<file path="config.mk">
export PLATFORM = sky130hd
export DESIGN_NAME = maxnet_result_reader_flat
export DESIGN_NICKNAME = d
export VERILOG_FILES = /design/src/rtl/maxnet_result_reader_pkg.sv /design/src/rtl/maxnet_result_reader_if.sv /design/src/rtl/maxnet_result_reader_scan.sv /design/src/rtl/maxnet_result_reader.sv /design/src/flat_wrapper.sv
export SDC_FILE = /design/constraint.sdc
export NUM_CORES = 1
export LEC_CHECK = 0
export ABC_AREA = 0
export CORE_UTILIZATION = 45
export DETAILED_ROUTE_END_ITERATION = 10
export GPL_ROUTABILITY_DRIVEN = 0
export PLACE_DENSITY = 0.71
export SYNTH_ARGS = -nofsm -noshare
export SYNTH_HDL_FRONTEND = slang
export SYNTH_SLANG_ARGS = --single-unit
</file>
<file path="constraint.sdc">
create_clock -name clk -period 4.7 [get_ports clk]
set_clock_uncertainty 0.2 [all_clocks]
set_input_delay 1.175 -clock clk [delete_from_list [all_inputs] [get_ports clk]]
set_output_delay 1.175 -clock clk [all_outputs]
set_load 0.02 [all_outputs]
</file>
<file path="src/rtl/maxnet_result_reader_pkg.sv">
// Shared types and constants for the maxnet result reader.
// State encoding and index width are common to the top and scan datapath.
package maxnet_result_reader_pkg;

  localparam int WIDTH_DEF = 5;
  localparam int N_PU_DEF  = 4;
  localparam int PU_IDX_W  = 2;

  typedef enum logic [1:0] {
    IDLE    = 2'd0,
    SCAN    = 2'd1,
    PRESENT = 2'd2
  } state_e;

  function automatic logic [N_PU_DEF-1:0] idx_onehot(
    input logic [PU_IDX_W-1:0] idx
  );
    logic [N_PU_DEF-1:0] oh;
    oh      = '0;
    oh[idx] = 1'b1;
    return oh;
  endfunction

endpackage

</file>
<file path="src/rtl/maxnet_result_reader_if.sv">
// Result handshake bundle from the reader to the result sink.
// master drives the result fields, slave returns ready.
interface maxnet_result_reader_if
  import maxnet_result_reader_pkg::*;
#(
  parameter int WIDTH = WIDTH_DEF
);

  logic                res_valid;
  logic                res_ready;
  logic [PU_IDX_W-1:0] winner_idx;
  logic [WIDTH-1:0]    winner_val;
  logic [N_PU_DEF-1:0] winner_onehot;
  logic [2:0]          nz_count;
  logic                no_winner;
  logic                ambiguous;

  modport master (
    output res_valid,
    input  res_ready,
    output winner_idx,
    output winner_val,
    output winner_onehot,
    output nz_count,
    output no_winner,
    output ambiguous
  );

  modport slave (
    input  res_valid,
    output res_ready,
    input  winner_idx,
    input  winner_val,
    input  winner_onehot,
    input  nz_count,
    input  no_winner,
    input  ambiguous
  );

endinterface

</file>
<file path="src/rtl/maxnet_result_reader_scan.sv">
// Snapshot registers and serial max/nonzero fold over the PU values.
// fold_* expose the post-step values so the last element lands same edge.
module maxnet_result_reader_scan
  import maxnet_result_reader_pkg::*;
#(
  parameter int WIDTH = WIDTH_DEF,
  parameter int N_PU  = N_PU_DEF
) (
  input  logic                       clk,
  input  logic                       rst,
  input  logic                       load,
  input  logic                       step,
  input  logic [N_PU-1:0][WIDTH-1:0] pu,
  output logic                       last,
  output logic [WIDTH-1:0]           fold_val,
  output logic [PU_IDX_W-1:0]        fold_idx,
  output logic [2:0]                 fold_nz
);

  logic [N_PU-1:0][WIDTH-1:0] snap_q, snap_d;
  logic [PU_IDX_W-1:0]        cnt_q, cnt_d;
  logic [WIDTH-1:0]           max_q, max_d;
  logic [PU_IDX_W-1:0]        idx_q, idx_d;
  logic [2:0]                 nz_q, nz_d;
  logic [WIDTH-1:0]           elem;

  assign elem = snap_q[cnt_q];
  assign last = (cnt_q == PU_IDX_W'(N_PU - 1));

  always_comb begin
    snap_d = snap_q;
    cnt_d  = cnt_q;
    max_d  = max_q;
    idx_d  = idx_q;
    nz_d   = nz_q;
    if (load) begin
      snap_d = pu;
      cnt_d  = '0;
      max_d  = '0;
      idx_d  = '0;
      nz_d   = '0;
    end else if (step) begin
      // strict compare keeps the lowest index on ties
      if (elem > max_q) begin
        max_d = elem;
        idx_d = cnt_q;
      end
      if (elem != '0) begin
        nz_d = nz_q + 3'd1;
      end
      cnt_d = cnt_q + 1'b1;
    end
  end

  always_ff @(posedge clk) begin
    if (!rst) begin
      snap_q <= '0;
      cnt_q  <= '0;
      max_q  <= '0;
      idx_q  <= '0;
      nz_q   <= '0;
    end else begin
      snap_q <= snap_d;
      cnt_q  <= cnt_d;
      max_q  <= max_d;
      idx_q  <= idx_d;
      nz_q   <= nz_d;
    end
  end

  assign fold_val = max_d;
  assign fold_idx = idx_d;
  assign fold_nz  = nz_d;

endmodule

</file>
<file path="src/rtl/maxnet_result_reader.sv">
// Captures maxnet PU outputs on done rise, scans them and presents
// the winner over a valid/ready handshake.
module maxnet_result_reader
  import maxnet_result_reader_pkg::*;
#(
  parameter int WIDTH = WIDTH_DEF,
  parameter int N_PU  = N_PU_DEF
) (
  input  logic                    clk,
  input  logic                    rst,
  input  logic                    done,
  input  logic [WIDTH-1:0]        pu_out1,
  input  logic [WIDTH-1:0]        pu_out2,
  input  logic [WIDTH-1:0]        pu_out3,
  input  logic [WIDTH-1:0]        pu_out4,
  maxnet_result_reader_if.master  res,
  output logic                    busy,
  output logic                    dropped
);

  state_e                     state_q, state_d;
  logic                       done_q;
  logic                       rise;
  logic                       load, step, last;
  logic [N_PU-1:0][WIDTH-1:0] pu_vec;
  logic [WIDTH-1:0]           fold_val;
  logic [PU_IDX_W-1:0]        fold_idx;
  logic [2:0]                 fold_nz;
  logic                       nw;

  logic                valid_q, valid_d;
  logic [PU_IDX_W-1:0] widx_q, widx_d;
  logic [WIDTH-1:0]    wval_q, wval_d;
  logic [N_PU-1:0]     woh_q, woh_d;
  logic [2:0]          nz_q, nz_d;
  logic                nw_q, nw_d;
  logic                amb_q, amb_d;
  logic                busy_q, busy_d;
  logic                drop_q, drop_d;

  assign pu_vec = {pu_out4, pu_out3, pu_out2, pu_out1};
  assign rise   = done && !done_q;
  assign nw     = (fold_nz == 3'd0);

  maxnet_result_reader_scan #(
    .WIDTH (WIDTH),
    .N_PU  (N_PU)
  ) u_scan (
    .clk      (clk),
    .rst      (rst),
    .load     (load),
    .step     (step),
    .pu       (pu_vec),
    .last     (last),
    .fold_val (fold_val),
    .fold_idx (fold_idx),
    .fold_nz  (fold_nz)
  );

  always_comb begin
    state_d = state_q;
    valid_d = valid_q;
    widx_d  = widx_q;
    wval_d  = wval_q;
    woh_d   = woh_q;
    nz_d    = nz_q;
    nw_d    = nw_q;
    amb_d   = amb_q;
    drop_d  = drop_q;
    load    = 1'b0;
    step    = 1'b0;
    unique case (state_q)
      IDLE: begin
        if (rise) begin
          load    = 1'b1;
          state_d = SCAN;
        end
      end
      SCAN: begin
        step = 1'b1;
        if (rise) drop_d = 1'b1;
        if (last) begin
          state_d = PRESENT;
          valid_d = 1'b1;
          nw_d    = nw;
          amb_d   = (fold_nz > 3'd1);
          nz_d    = fold_nz;
          widx_d  = nw ? '0 : fold_idx;
          wval_d  = nw ? '0 : fold_val;
          woh_d   = nw ? '0 : N_PU'(idx_onehot(fold_idx));
        end
      end
      PRESENT: begin
        if (rise) drop_d = 1'b1;
        if (res.res_ready) begin
          valid_d = 1'b0;
          state_d = IDLE;
        end
      end
      default: state_d = IDLE;
    endcase
    busy_d = (state_d != IDLE);
  end

  always_ff @(posedge clk) begin
    if (!rst) begin
      state_q <= IDLE;
      done_q  <= 1'b0;
      valid_q <= 1'b0;
      widx_q  <= '0;
      wval_q  <= '0;
      woh_q   <= '0;
      nz_q    <= '0;
      nw_q    <= 1'b0;
      amb_q   <= 1'b0;
      busy_q  <= 1'b0;
      drop_q  <= 1'b0;
    end else begin
      state_q <= state_d;
      done_q  <= done;
      valid_q <= valid_d;
      widx_q  <= widx_d;
      wval_q  <= wval_d;
      woh_q   <= woh_d;
      nz_q    <= nz_d;
      nw_q    <= nw_d;
      amb_q   <= amb_d;
      busy_q  <= busy_d;
      drop_q  <= drop_d;
    end
  end

  assign res.res_valid     = valid_q;
  assign res.winner_idx    = widx_q;
  assign res.winner_val    = wval_q;
  assign res.winner_onehot = woh_q;
  assign res.nz_count      = nz_q;
  assign res.no_winner     = nw_q;
  assign res.ambiguous     = amb_q;
  assign busy              = busy_q;
  assign dropped           = drop_q;

endmodule

</file>
<file path="src/flat_wrapper.sv">
// flat-port wrapper written by rule: the top's interface ports become plain ports
module maxnet_result_reader_flat import maxnet_result_reader_pkg::*;
#(
  parameter int WIDTH = WIDTH_DEF,
  parameter int N_PU  = N_PU_DEF
)
  (clk, rst, done, pu_out1, pu_out2, pu_out3, pu_out4, busy, dropped, res_res_valid, res_res_ready, res_winner_idx, res_winner_val, res_winner_onehot, res_nz_count, res_no_winner, res_ambiguous);
  maxnet_result_reader_if #(.WIDTH(WIDTH)) res_i ();
  input  logic clk;
  input  logic rst;
  input  logic done;
  input  logic [WIDTH-1:0] pu_out1;
  input  logic [WIDTH-1:0] pu_out2;
  input  logic [WIDTH-1:0] pu_out3;
  input  logic [WIDTH-1:0] pu_out4;
  output logic busy;
  output logic dropped;
  output wire logic [$bits(res_i.res_valid)-1:0] res_res_valid;
  input wire logic [$bits(res_i.res_ready)-1:0] res_res_ready;
  output wire logic [$bits(res_i.winner_idx)-1:0] res_winner_idx;
  output wire logic [$bits(res_i.winner_val)-1:0] res_winner_val;
  output wire logic [$bits(res_i.winner_onehot)-1:0] res_winner_onehot;
  output wire logic [$bits(res_i.nz_count)-1:0] res_nz_count;
  output wire logic [$bits(res_i.no_winner)-1:0] res_no_winner;
  output wire logic [$bits(res_i.ambiguous)-1:0] res_ambiguous;
  assign res_res_valid = res_i.res_valid;
  assign res_i.res_ready = res_res_ready;
  assign res_winner_idx = res_i.winner_idx;
  assign res_winner_val = res_i.winner_val;
  assign res_winner_onehot = res_i.winner_onehot;
  assign res_nz_count = res_i.nz_count;
  assign res_no_winner = res_i.no_winner;
  assign res_ambiguous = res_i.ambiguous;
  maxnet_result_reader #(.WIDTH(WIDTH), .N_PU(N_PU)) u_core (.clk(clk), .rst(rst), .done(done), .pu_out1(pu_out1), .pu_out2(pu_out2), .pu_out3(pu_out3), .pu_out4(pu_out4), .res(res_i), .busy(busy), .dropped(dropped));
endmodule
</file>
==> results.txt, run 1 <==
- The run finished with clean final reports.
- The largest single stage delay on the critical path is 0.69 ns.
- The worst hold path terminates at u_core.u_scan.snap_q[15].
* Worst ir drop on vdd: 166 uV
- Dominant cell type by area after synthesis: dfxtp_1
- In this run, synthesis produced a sequential element count of 54.
- Routed vias: 1858
- In this run the most critical hold path is launched from u_core.u_scan.snap_q[15].
* Sequence of cells on the critical path: mux4_2 > or3_4 > o21ai_4 > mux2_4 > or3_1 > o31ai_1
* CTS-repair resized insts: 0
- nand2_1 is the most common cell in the netlist.
- For met2 alone, demand over resource in global routing was 30.9%.
- Global-route usage over all layers: 18.3%
- Share of final-layout standard cells stronger than drive strength 1: 7.69%
- Vias per inst: 5.04
- Class of the tightest hold or removal check: flop to flop
* Number of synthesized flops with an enable pin: 0
- In the finished design, the share of the clock period the worst path needs comes to 70.2%.
* Endpoint class of the critical path: flop
- Clk pin slew, worst setup/hold paths: 0.10 ns
- In this run the power density over the cells is 328 mW/mm^2.
- From synthesis to final layout, the design area changed by 23.8%.
* Max Clock Freq: 303 MHz
- The worst pin sits at a relative slew slack of 25.2%.
- The number of antenna violations at the first check in global routing is 0.
- Counting the buffers created by CTS gives 5.
- Buffers added to address setup during post-CTS repair amount to 0.
- TritonCTS built the clock tree.
* Setup WS pre-CTS: 1.08 ns
- Unique cell type count in the Yosys netlist: 39
* WP buf/inv: 0
- The core region is 0.00511 sq mm.
- Broken down by cell family, the worst path's largest delay share belongs to multiplexers.
* Number of instances in the synthesized netlist: 261
- CTS placed an instance of clkbuf_8 at the clock tree root.
- STA classifies the critical path startpoint as a flop.
* Reg-to-reg critical path startpoint: u_core.u_scan.cnt_q[0]
- Aggregate negative setup slack: 0 ns
* Count of pins over their slew limit: 0
- Crit path DAT: 3.32 ns
* Unrepaired setup endpoints after global routing: false
- Summed over all layers, the global routing overflow is 0.
- Hold violation total from the final report: 0
* Final critical path time including I/O delays and setup: 3.30 ns
- Top fanout value on the critical path: 11
- Endpoint of the lowest-slack register-to-register path: u_core.res.winner_val[2]
- Detailed placement finished with a half-perimeter wire length of 3320 microns.
- Path depth of the worst reg2reg path: 6
* Actual slew at the worst max-slew pin: 1.12 ns
- Top cell type's share of synthesized area: 45.0%
- The die is 75.0 microns wide.
- After detailed routing, the number of remaining DRC violations is 0.
* Average wire length per cell after detail routing: 12.5 microns
- Global routing used 4.69% of the available met3 tracks.
* Drt first pass iters: 4
* Top post-synthesis cells by area: dfxtp_1 45%, nand2_1 9.4%, ha_1 5.7%
- The worst hold path was traced through 2 stages.
- The global routing stage identified its most utilized layer as met2.
* Cell with the largest stage delay on the worst path: dfxtp_1
- The number of hold buffers added after CTS was 0.
- The average instance in the mapped netlist occupies 9.20 sq um.
- Post-Syn Area: 0.00240 sq mm
- Across the run, the number of max-cap violations was 0.
- Measured along the y axis, the die boundary spans 75.0 microns.
* Syn_nets: 296
- Setup violations remaining at the end of the flow were counted as 0.
- Static leakage power: 1.16 nW
- Sequential area share after synthesis: 45.0%
* Top cells by instance count after synthesis: 60 x nand2_1, 54 x dfxtp_1, 25 x a21oi_1, 14 x nor2_1, 12 x o31ai_1
- Register-to-register setup slack: 1.40 ns
- First-pass GRT wire length: 7790 microns
- At the worst endpoint, the required time is 4.72 ns.
* Area of the die: 0.00563 sq mm
- Post-layout nets: 333
- For this run, asynchronously set or reset flops after synthesis account for 0%.
- Largest net degree at the start of global routing: 29
- The critical path is of the flop to flop type.
* Post-route ant nets: 0
- The repair_antennas step left the layout with diodes totalling 0.
- Buffers on Ports: 42
* Via count of the first global-routing pass: 1709
* Met1 usage: 23.2%
* Clk Latency, worst-skew pair: 0.31 ns
- Final setup slack of the worst path: 1.40 ns
- Once the floorplan was initialized, standard cells occupied 47.0% of the core.
* Wire length reported by the detailed router: 4610 microns
- Count of routing violations after the opening detailed-route iteration: 46
- The Yosys step of the flow raised 0 warnings.
- # rows: 26
* Most common flop cell mapped by yosys: dfxtp_1
- The H-tree was split into 2 levels.
- For this design the top-level I/O count stands at 43.
- Sink count of the clock tree: 54
- No sink is reached through more buffers than the 2 on the longest clock path.
[worst min-delay path: cells and delay by family, from the launching register on]
kind | cells | cell delay, ns
compound gates | 1 | 0.05
flops | 1 | 0.32
simple gates | 1 | 0.05
[sequential cells by signal (all words and copies together), names as in the netlist]
register / count
u_core.busy: 1
u_core.done_q: 1
u_core.dropped: 1
u_core.res.ambiguous: 1
u_core.res.no_winner: 1
u_core.res.nz_count: 3
u_core.res.res_valid: 1
u_core.res.winner_idx: 2
u_core.res.winner_onehot: 4
u_core.res.winner_val: 5
u_core.state_q: 2
u_core.u_scan.cnt_q: 2
u_core.u_scan.idx_q: 2
u_core.u_scan.max_q: 5
u_core.u_scan.nz_q: 3
u_core.u_scan.snap_q: 20
[how the worst max path moves through the flow]
stage                            from  slack, ns  depth (start not counted)                     endpoint
2_1_floorplan  u_core.u_scan.cnt_q[0]       1.64                          9  u_core.res.winner_onehot[2]
3_3_place_gp                     done       1.16                          5     u_core.res.winner_val[3]
3_5_place_dp                     done       1.08                          5     u_core.res.winner_val[2]
4_1_cts        u_core.u_scan.cnt_q[0]       1.37                          6     u_core.res.winner_val[2]
5_1_grt        u_core.u_scan.cnt_q[0]       1.17                          8  u_core.res.winner_onehot[2]
6_report       u_core.u_scan.cnt_q[0]       1.40                          6     u_core.res.winner_val[2]
[metrics by stage]
stage / std cells / hold WS, ns / instance area [sq um] / util (%) / power [W]
after floorplan: 261 / 0.232 / 2400 / - / 0.000572
after global placement: 361 / 0.235 / 2830 / 55.4 / 0.000607
after detailed placement: 361 / 0.244 / 2830 / 55.4 / 0.000610
after CTS: 369 / 0.259 / 2970 / 58.2 / 0.000979
after global routing: 369 / 0.274 / 2970 / 58.2 / 0.00101
final: 369 / 0.256 / 2970 / 58.2 / 0.000975
[layer usage]
layer  wire (microns)  vias to the layer above
met2             2120                       43
met4               56                        0
met1             2220                      852
met3              209                        6
li1                 -                      957
met5                0                        -
[layout make-up]
type / instances / area, sq um
fill: 484 / 2140
multi-input combinational: 183 / 1190
inverter: 10 / 37.5
clock inverter: 2 / 60.1
sequential: 54 / 1080
clock buffer: 6 / 82.6
tap: 70 / 87.6
timing repair buffer: 44 / 435
[cells in the final DEF (no fill, tap or decap), types with 8 or more instances in the layout]
master,n
o31ai_1,12
mux2i_1,10
a21oi_1,25
nand2_1,60
nand3_1,8
dfxtp_1,54
nor2_1,14
ha_1,11
inv_1,9
clkdlybuf4s50_1,42
[cell families (layout without fill, tap and decap cells)]
| group | count (synthesis) | count (layout) | share of synthesized area, % |
|---|---|---|---|
| and+or+nand+nor | 100 | 100 | 18.4 |
| DFF | 54 | 54 | 45.0 |
| AOI/OAI and AO/OA | 50 | 50 | 13.1 |
| buffers and inverters | 24 | 62 | 5.52 |
| muxes | 18 | 18 | 10.7 |
| adders and majority gates | 11 | 11 | 5.73 |
| xor gates and xnor gates | 4 | 4 | 1.46 |
[power by group]
group | switching, W | internal (W)
Sequential | 0.0000112 | 0.000472
Clock | 0.000149 | 0.000227
Combinational | 0.0000584 | 0.0000569
Total | 0.000219 | 0.000756
(Power assumes the default switching activity.)
==> run 2: changes to the inputs <==
--- a/config.mk
+++ b/config.mk
@@ -9,7 +9,7 @@
 export CORE_UTILIZATION = 45
 export DETAILED_ROUTE_END_ITERATION = 10
 export GPL_ROUTABILITY_DRIVEN = 0
-export PLACE_DENSITY = 0.71
+export PLACE_DENSITY = 0.74
 export SYNTH_ARGS = -nofsm -noshare
 export SYNTH_HDL_FRONTEND = slang
 export SYNTH_SLANG_ARGS = --single-unit
==> constraint.sdc (replaced) <==
create_clock -name clk -period 2.8 [get_ports clk]
set_clock_uncertainty 0.2 [all_clocks]
set_input_delay 0.7 -clock clk [delete_from_list [all_inputs] [get_ports clk]]
set_output_delay 0.7 -clock clk [all_outputs]
set_load 0.02 [all_outputs]
==> run 2 against run 1 <==
Net effect: the run now ends with negative setup slack left; hold slack worse by 0.0020 ns; sequential cell count unchanged; combinational power up 100%; via count up 4.3%; critical path type unchanged; largest cell class unchanged; highest routed layer unchanged.
==> results.txt, run 2 (synthesis results as in run 1) <==
- CP max stage delay: 0.58 ns
* Cell with the largest stage delay on the worst path: mux4_2
- In this run the tightest slew margin relative to its limit is 70.8%.
- Most prevalent standard cell on the critical path: or3_4
- Number of fill cells: 481
- Clk Latency, worst-skew pair: 0.30 ns
- Vias per inst: 5.02
* Max Clock Freq: 353 MHz
* Remaining global-route overflow: 0
- Worst hold slack across all endpoints: 0.254 ns
* Sequence of cells on the critical path: mux4_2 > or3_4 > o21ai_4 > mux2_4 > or3_4 > o31ai_2
- Together, buffers and inverters on the worst path number 0.
- Post-layout nets: 350
- The worst setup path is of the flop to flop kind.
- From bottom edge to top edge, the die measures 75.0 microns.
* Count of pins over their slew limit: 0
- Via count of the first global-routing pass: 1845
- Data required time at the worst endpoint: 2.81 ns
- The post-route netlist has 16.5% of its cells at a drive strength greater than 1.
- The core region is 0.00511 sq mm.
- Power per cell area: 476 mW/mm^2
- Static leakage power: 1.22 nW
* Drt first pass iters: 4
- At the pin with the least slew margin, the transition time is 0.438 ns.
* Number of buffers inserted by hold repair at cts: 0
* Count of boundary I/O pins: 43
* Setup-violating endpoint count in the final report: 7
- For the final routed database, the setup TNS stands at -0.122 ns.
- Final setup slack of the worst path: -0.0338 ns
- Dpl hpwl: 3540 microns
- Global-route usage over all layers: 19.6%
- TritonCTS created 5 clock buffers.
- Area growth from synthesis to final layout: 29.6%
- Violations in the final reports: negative setup slack
- Buffers on Ports: 42
- The clock net in this run drives a total of 54 sinks.
* Average wire length per cell after detail routing: 12.7 microns
- The number of antenna violations at the first check in global routing was 0.
- In the layout the commonest cells are 60 x nand2_1, 53 x dfxtp_1, 42 x clkdlybuf4s50_1.
- Clock root buffer: clkbuf_8
* Final critical path time including I/O delays and setup: 2.83 ns
* Effective utilization at floorplan: 47.0%
- Class of the tightest hold or removal check: flop to flop
- Kind of start point of the critical path: flop
* Routed vias: 1937
* Worst ir drop on vdd: 238 uV
- The number of antenna diodes in the final layout is 0.
* Clock tree from TritonCTS: yes
- Counting flops per register, the top entry is u_core.u_scan.snap_q.
* Largest net degree at the start of global routing: 23
- The final critical path takes up 101% of the cycle.
- After clock tree synthesis, the clock-pin slew on the worst setup and hold paths is 0.09 ns.
* Crit path DAT: 2.85 ns
- Setup repair after global routing could not meet its margin everywhere.
* Post-route DRC violation count: 0
- Hold violation total from the final report: 0
- # rows: 26
- The H-tree was split into 2 levels.
- The library cell used most frequently in the layout, excluding fill and tap cells, is nand2_1.
* Setup WS pre-CTS: -0.166 ns
- The register with the most flip-flops in the layout has 20 of them.
- Wire length reported by the detailed router: 4880 microns
- Endpoint class of the critical path: flop
- The first global-routing pass estimated 8340 microns of wire.
- In this run, the number of DRC markers left after iteration 0 of detailed routing was 74.
- CP top delay family: multiplexers
- In this run the deepest clock path goes through 2 buffers.
- Of all nets on the critical path, the largest fanout is 10.
- Across the run, the number of max-cap violations was 0.
- Run status: finished with violations
- The floorplan step defined a die boundary enclosing 0.00563 sq mm.
- After layout, the design draws a total of 0.00148 W.
- Horizontal extent of the die: 75.0 microns
- Post-route ant nets: 0
[run 2: timing repair]
action | CTS | global route
hold endpoints to repair | 0 | 0
setup endpoints to repair | 14 | 14
setup buffers | 0 | 0
resized for setup | 8 | 6
pin swaps | 1 | 1
[run 2: final timing paths]
kind	start	endpoint	slack, ns	cells after the start
hold / removal	u_core.res.winner_val[1]	u_core.res.winner_val[1]	0.25	2
hold reg to reg	u_core.res.winner_val[1]	u_core.res.winner_val[1]	0.25	2
setup / recovery	u_core.u_scan.cnt_q[0]	u_core.res.winner_val[3]	-0.03	6
setup reg to reg	u_core.u_scan.cnt_q[0]	u_core.res.winner_val[3]	-0.03	6
[run 2: tightest hold or removal path, delay by kind of cell, from the launching register on]
| kind | cells | cell delay, ns |
|---|---|---|
| and+or+nand+nor | 1 | 0.05 |
| AOI/OAI and AO/OA | 1 | 0.05 |
| DFF | 1 | 0.33 |
[run 2: per-layer routing]
| layer | track usage [%] | up-vias | wire (microns) |
|---|---|---|---|
| met5 | 0 | - | 0 |
| met4 | 7.34 | 0 | 80 |
| met3 | 3.88 | 8 | 161 |
| met2 | 32.0 | 41 | 2310 |
| met1 | 25.6 | 895 | 2330 |
| li1 | - | 993 | - |
[run 2: cell type report]
class,count,area [sq um],area share (%)
clock buffer,7,86.3,2.77
multi-input combinational,183,1250,40.1
inverter,10,37.5,1.21
tap,70,87.6,2.81
sequential,54,1080,34.9
clock inverter,1,5.00,0.161
timing repair buffer,61,563,18.1
[run 2: through the flow]
stage / area [sq um] / utilization, % / std cells
after global placement: 2960 / 57.9 / 378
after detailed placement: 2960 / 57.9 / 378
after CTS: 3080 / 60.2 / 386
after global routing: 3110 / 60.9 / 386
final: 3110 / 60.9 / 386
after floorplan: 2410 / - / 261
[run 2: power by group]
| group | internal [W] | switching (W) | total [W] |
|---|---|---|---|
| sequential | 0.000793 | 0.0000176 | 0.000810 |
| clock | 0.000200 | 0.000237 | 0.000437 |
| combinational | 0.000122 | 0.000111 | 0.000232 |
==> run 3: changes to the inputs <==
--- a/config.mk
+++ b/config.mk
@@ -9,7 +9,7 @@
 export CORE_UTILIZATION = 45
 export DETAILED_ROUTE_END_ITERATION = 10
 export GPL_ROUTABILITY_DRIVEN = 0
-export PLACE_DENSITY = 0.74
+export PLACE_DENSITY = 0.78
 export SYNTH_ARGS = -nofsm -noshare
 export SYNTH_HDL_FRONTEND = slang
 export SYNTH_SLANG_ARGS = --single-unit
==> run 3 against run 2 <==
Net effect: count of clock-buffer cells in the layout did not move; the run now ends clean; sequential power barely moved; first-iteration DRC count fell by 6.8%; critical endpoint unchanged; total power rose by 4.3%; largest power group unchanged; die area did not move; wire length rose by 3.9%; combinational power fell by 3%.
==> results.txt, run 3 (synthesis results as in run 1) <==
* Run status: completed
- The final route contains 1996 vias.
* CP Class: flop to flop
- In this run, CTS created clock tree buffers numbering 5.
* Initial antenna violation count: 0
- The total count of max-transition violations in the final report was 0.
- The initialized floorplan defines 26 standard-cell rows.
- STA puts the critical path data arrival time at 2.77 ns.
* Clock tree from TritonCTS: yes
- Aggregate negative setup slack: 0 ns
- Clock tree synthesis selected as its root buffer the cell clkbuf_8.
- Area growth from synthesis to final layout: 29.0%
* Data required time at the worst endpoint: 2.82 ns
- Headroom to the max-slew limit came out at 69.0%.
* Power per cell area: 498 mW/mm^2
* Sink count of the clock tree: 54
- In this run the deepest clock path goes through 2 buffers.
- Remaining global-route overflow: 0
- The clock period could shrink to 2.76 ns.
- Via count of the first global-routing pass: 1886
- On the final layout, the worst hold slack is 0.257 ns.
- Hold repair after CTS inserted 0 buffers.
- First-pass GRT wire length: 8400 microns
* Effective utilization at floorplan: 47.0%
* CP max stage delay: 0.54 ns
- Class of the tightest hold or removal check: flop to flop
* Unrepaired setup endpoints after global routing: true
* Maximum Capacitance Violations: 0
* Cell area after layout: 0.00310 sq mm
- Cell with the largest stage delay on the worst path: mux4_2
- Wire length reported by the detailed router: 5070 microns
- The final layout contains 349 nets.
* Post-route DRC violation count: 0
- Top fanout value on the critical path: 6
* Max Clock Freq: 363 MHz
- Dividing the final minimum period by the clock period gives 98.4%.
- The worst setup path is launched from a flop.
- Leading cell types in the layout, fill and taps excluded: 60 x nand2_1, 52 x dfxtp_1, 42 x clkdlybuf4s50_1
- Final setup slack of the worst path: 0.0434 ns
* Area of the die: 0.00563 sq mm
- Dpl hpwl: 3780 microns
- Clk Latency, worst-skew pair: 0.30 ns
- For this run, the detailed router's first-pass iteration total came to 4.
- Setup-violating endpoint count in the final report: 0
* Largest register FFs: 20
- Summing all placed instances gives a cell area of 0.00293 sq mm.
- Core Util, Final: 60.7%
- Floorplan die height: 75.0 microns
- The count of nets left with antenna violations once routing finished came out at 0.
* Vias per inst: 5.18
- In the global route stage, overall resource usage came out at 19.7%.
- Ranked by flip-flop count, first place goes to u_core.u_scan.snap_q.
- WP buf/inv: 0
- The core region is 0.00511 sq mm.
* Largest net degree at the start of global routing: 25
* Horizontal extent of the die: 75.0 microns
- At the pin with the least slew margin, the transition time is 0.466 ns.
- Share of final-layout standard cells stronger than drive strength 1: 14.9%
* Most prevalent standard cell on the critical path: or3_4
* CP top delay family: multiplexers
- The library cell used most frequently in the layout, excluding fill and tap cells, is nand2_1.
* Count of routing violations after the opening detailed-route iteration: 69
- Buffers on Ports: 42
- Clk pin slew, worst setup/hold paths: 0.09 ns
- Average wire length per cell after detail routing: 13.2 microns
* Setup WS pre-CTS: -0.0802 ns
- The H-tree was split into 2 levels.
- The repair_antennas step left the layout with diodes totalling 0.
* Worst ir drop on vdd: 226 uV
- Endpoint class of the critical path: flop
* Sequence of cells on the critical path: mux4_2 > or3_4 > o21ai_4 > mux2_4 > or3_4 > o31ai_1
* Count of boundary I/O pins: 43
- Static leakage power: 1.22 nW
* Hold violation total from the final report: 0
## run 3: cell types whose count changed in the layout (fill, tap and decap cells not counted), sizes merged
cell | previous run | this run
buf | 19 | 17
or3 | 3 | 4
bufinv | 0 | 1
clkinv | 1 | 0
## run 3: what timing repair did
item | 4_1_cts | 5_1_grt
endpoints found under the setup margin | 13 | 13
gates resized for setup | 3 | 9
pin swaps | 0 | 1
gates cloned | 0 | 1
setup buffers | 0 | 2
## run 3: worst paths after layout
| path | endpoint | cells past startpoint | start | slack, ns |
|---|---|---|---|---|
| max | u_core.res.winner_val[3] | 6 | u_core.u_scan.cnt_q[0] | 0.04 |
| min | u_core.res.winner_onehot[3] | 2 | u_core.res.winner_onehot[3] | 0.26 |
| max reg2reg | u_core.res.winner_val[3] | 6 | u_core.u_scan.cnt_q[0] | 0.04 |
| min reg2reg | u_core.res.winner_onehot[3] | 2 | u_core.res.winner_onehot[3] | 0.26 |
## run 3: layout make-up
cell class | instances | area, sq um
flip-flops and latches | 54 | 1090
clock buffers | 7 | 76.3
fillers | 460 | 2010
repair buffers | 59 | 548
clock inverters | 1 | 30.0
multi-input cells | 184 | 1230
well taps | 70 | 87.6
inverters | 10 | 37.5
## run 3: metal layers
layer | vias to the layer above | global-route usage (%) | part of all wire [%]
li1 | 998 | - | -
met1 | 938 | 23.3 | 44
met2 | 53 | 35.1 | 50
met3 | 7 | 3.35 | 4.1
met4 | 0 | 8.18 | 1.7
met5 | - | 0 | 0
## run 3: power by group
part | internal, W | switching, W
sequential | 0.000793 | 0.0000173
clock | 0.000268 | 0.000239
combinational | 0.000116 | 0.000110
total | 0.00118 | 0.000366
## run 3: tightest hold or removal path, cell delays in order (launching register included)
cell and delay, ns:
dfxtp_1 0.33, nand2_1 0.05, o31ai_1 0.05
## run 3: through the flow
stage | std cells | total power, W
floorplan | 261 | 0.000962
global placement | 374 | 0.00104
detailed placement | 374 | 0.00104
CTS | 382 | 0.00154
global route | 385 | 0.00160
finish | 385 | 0.00154
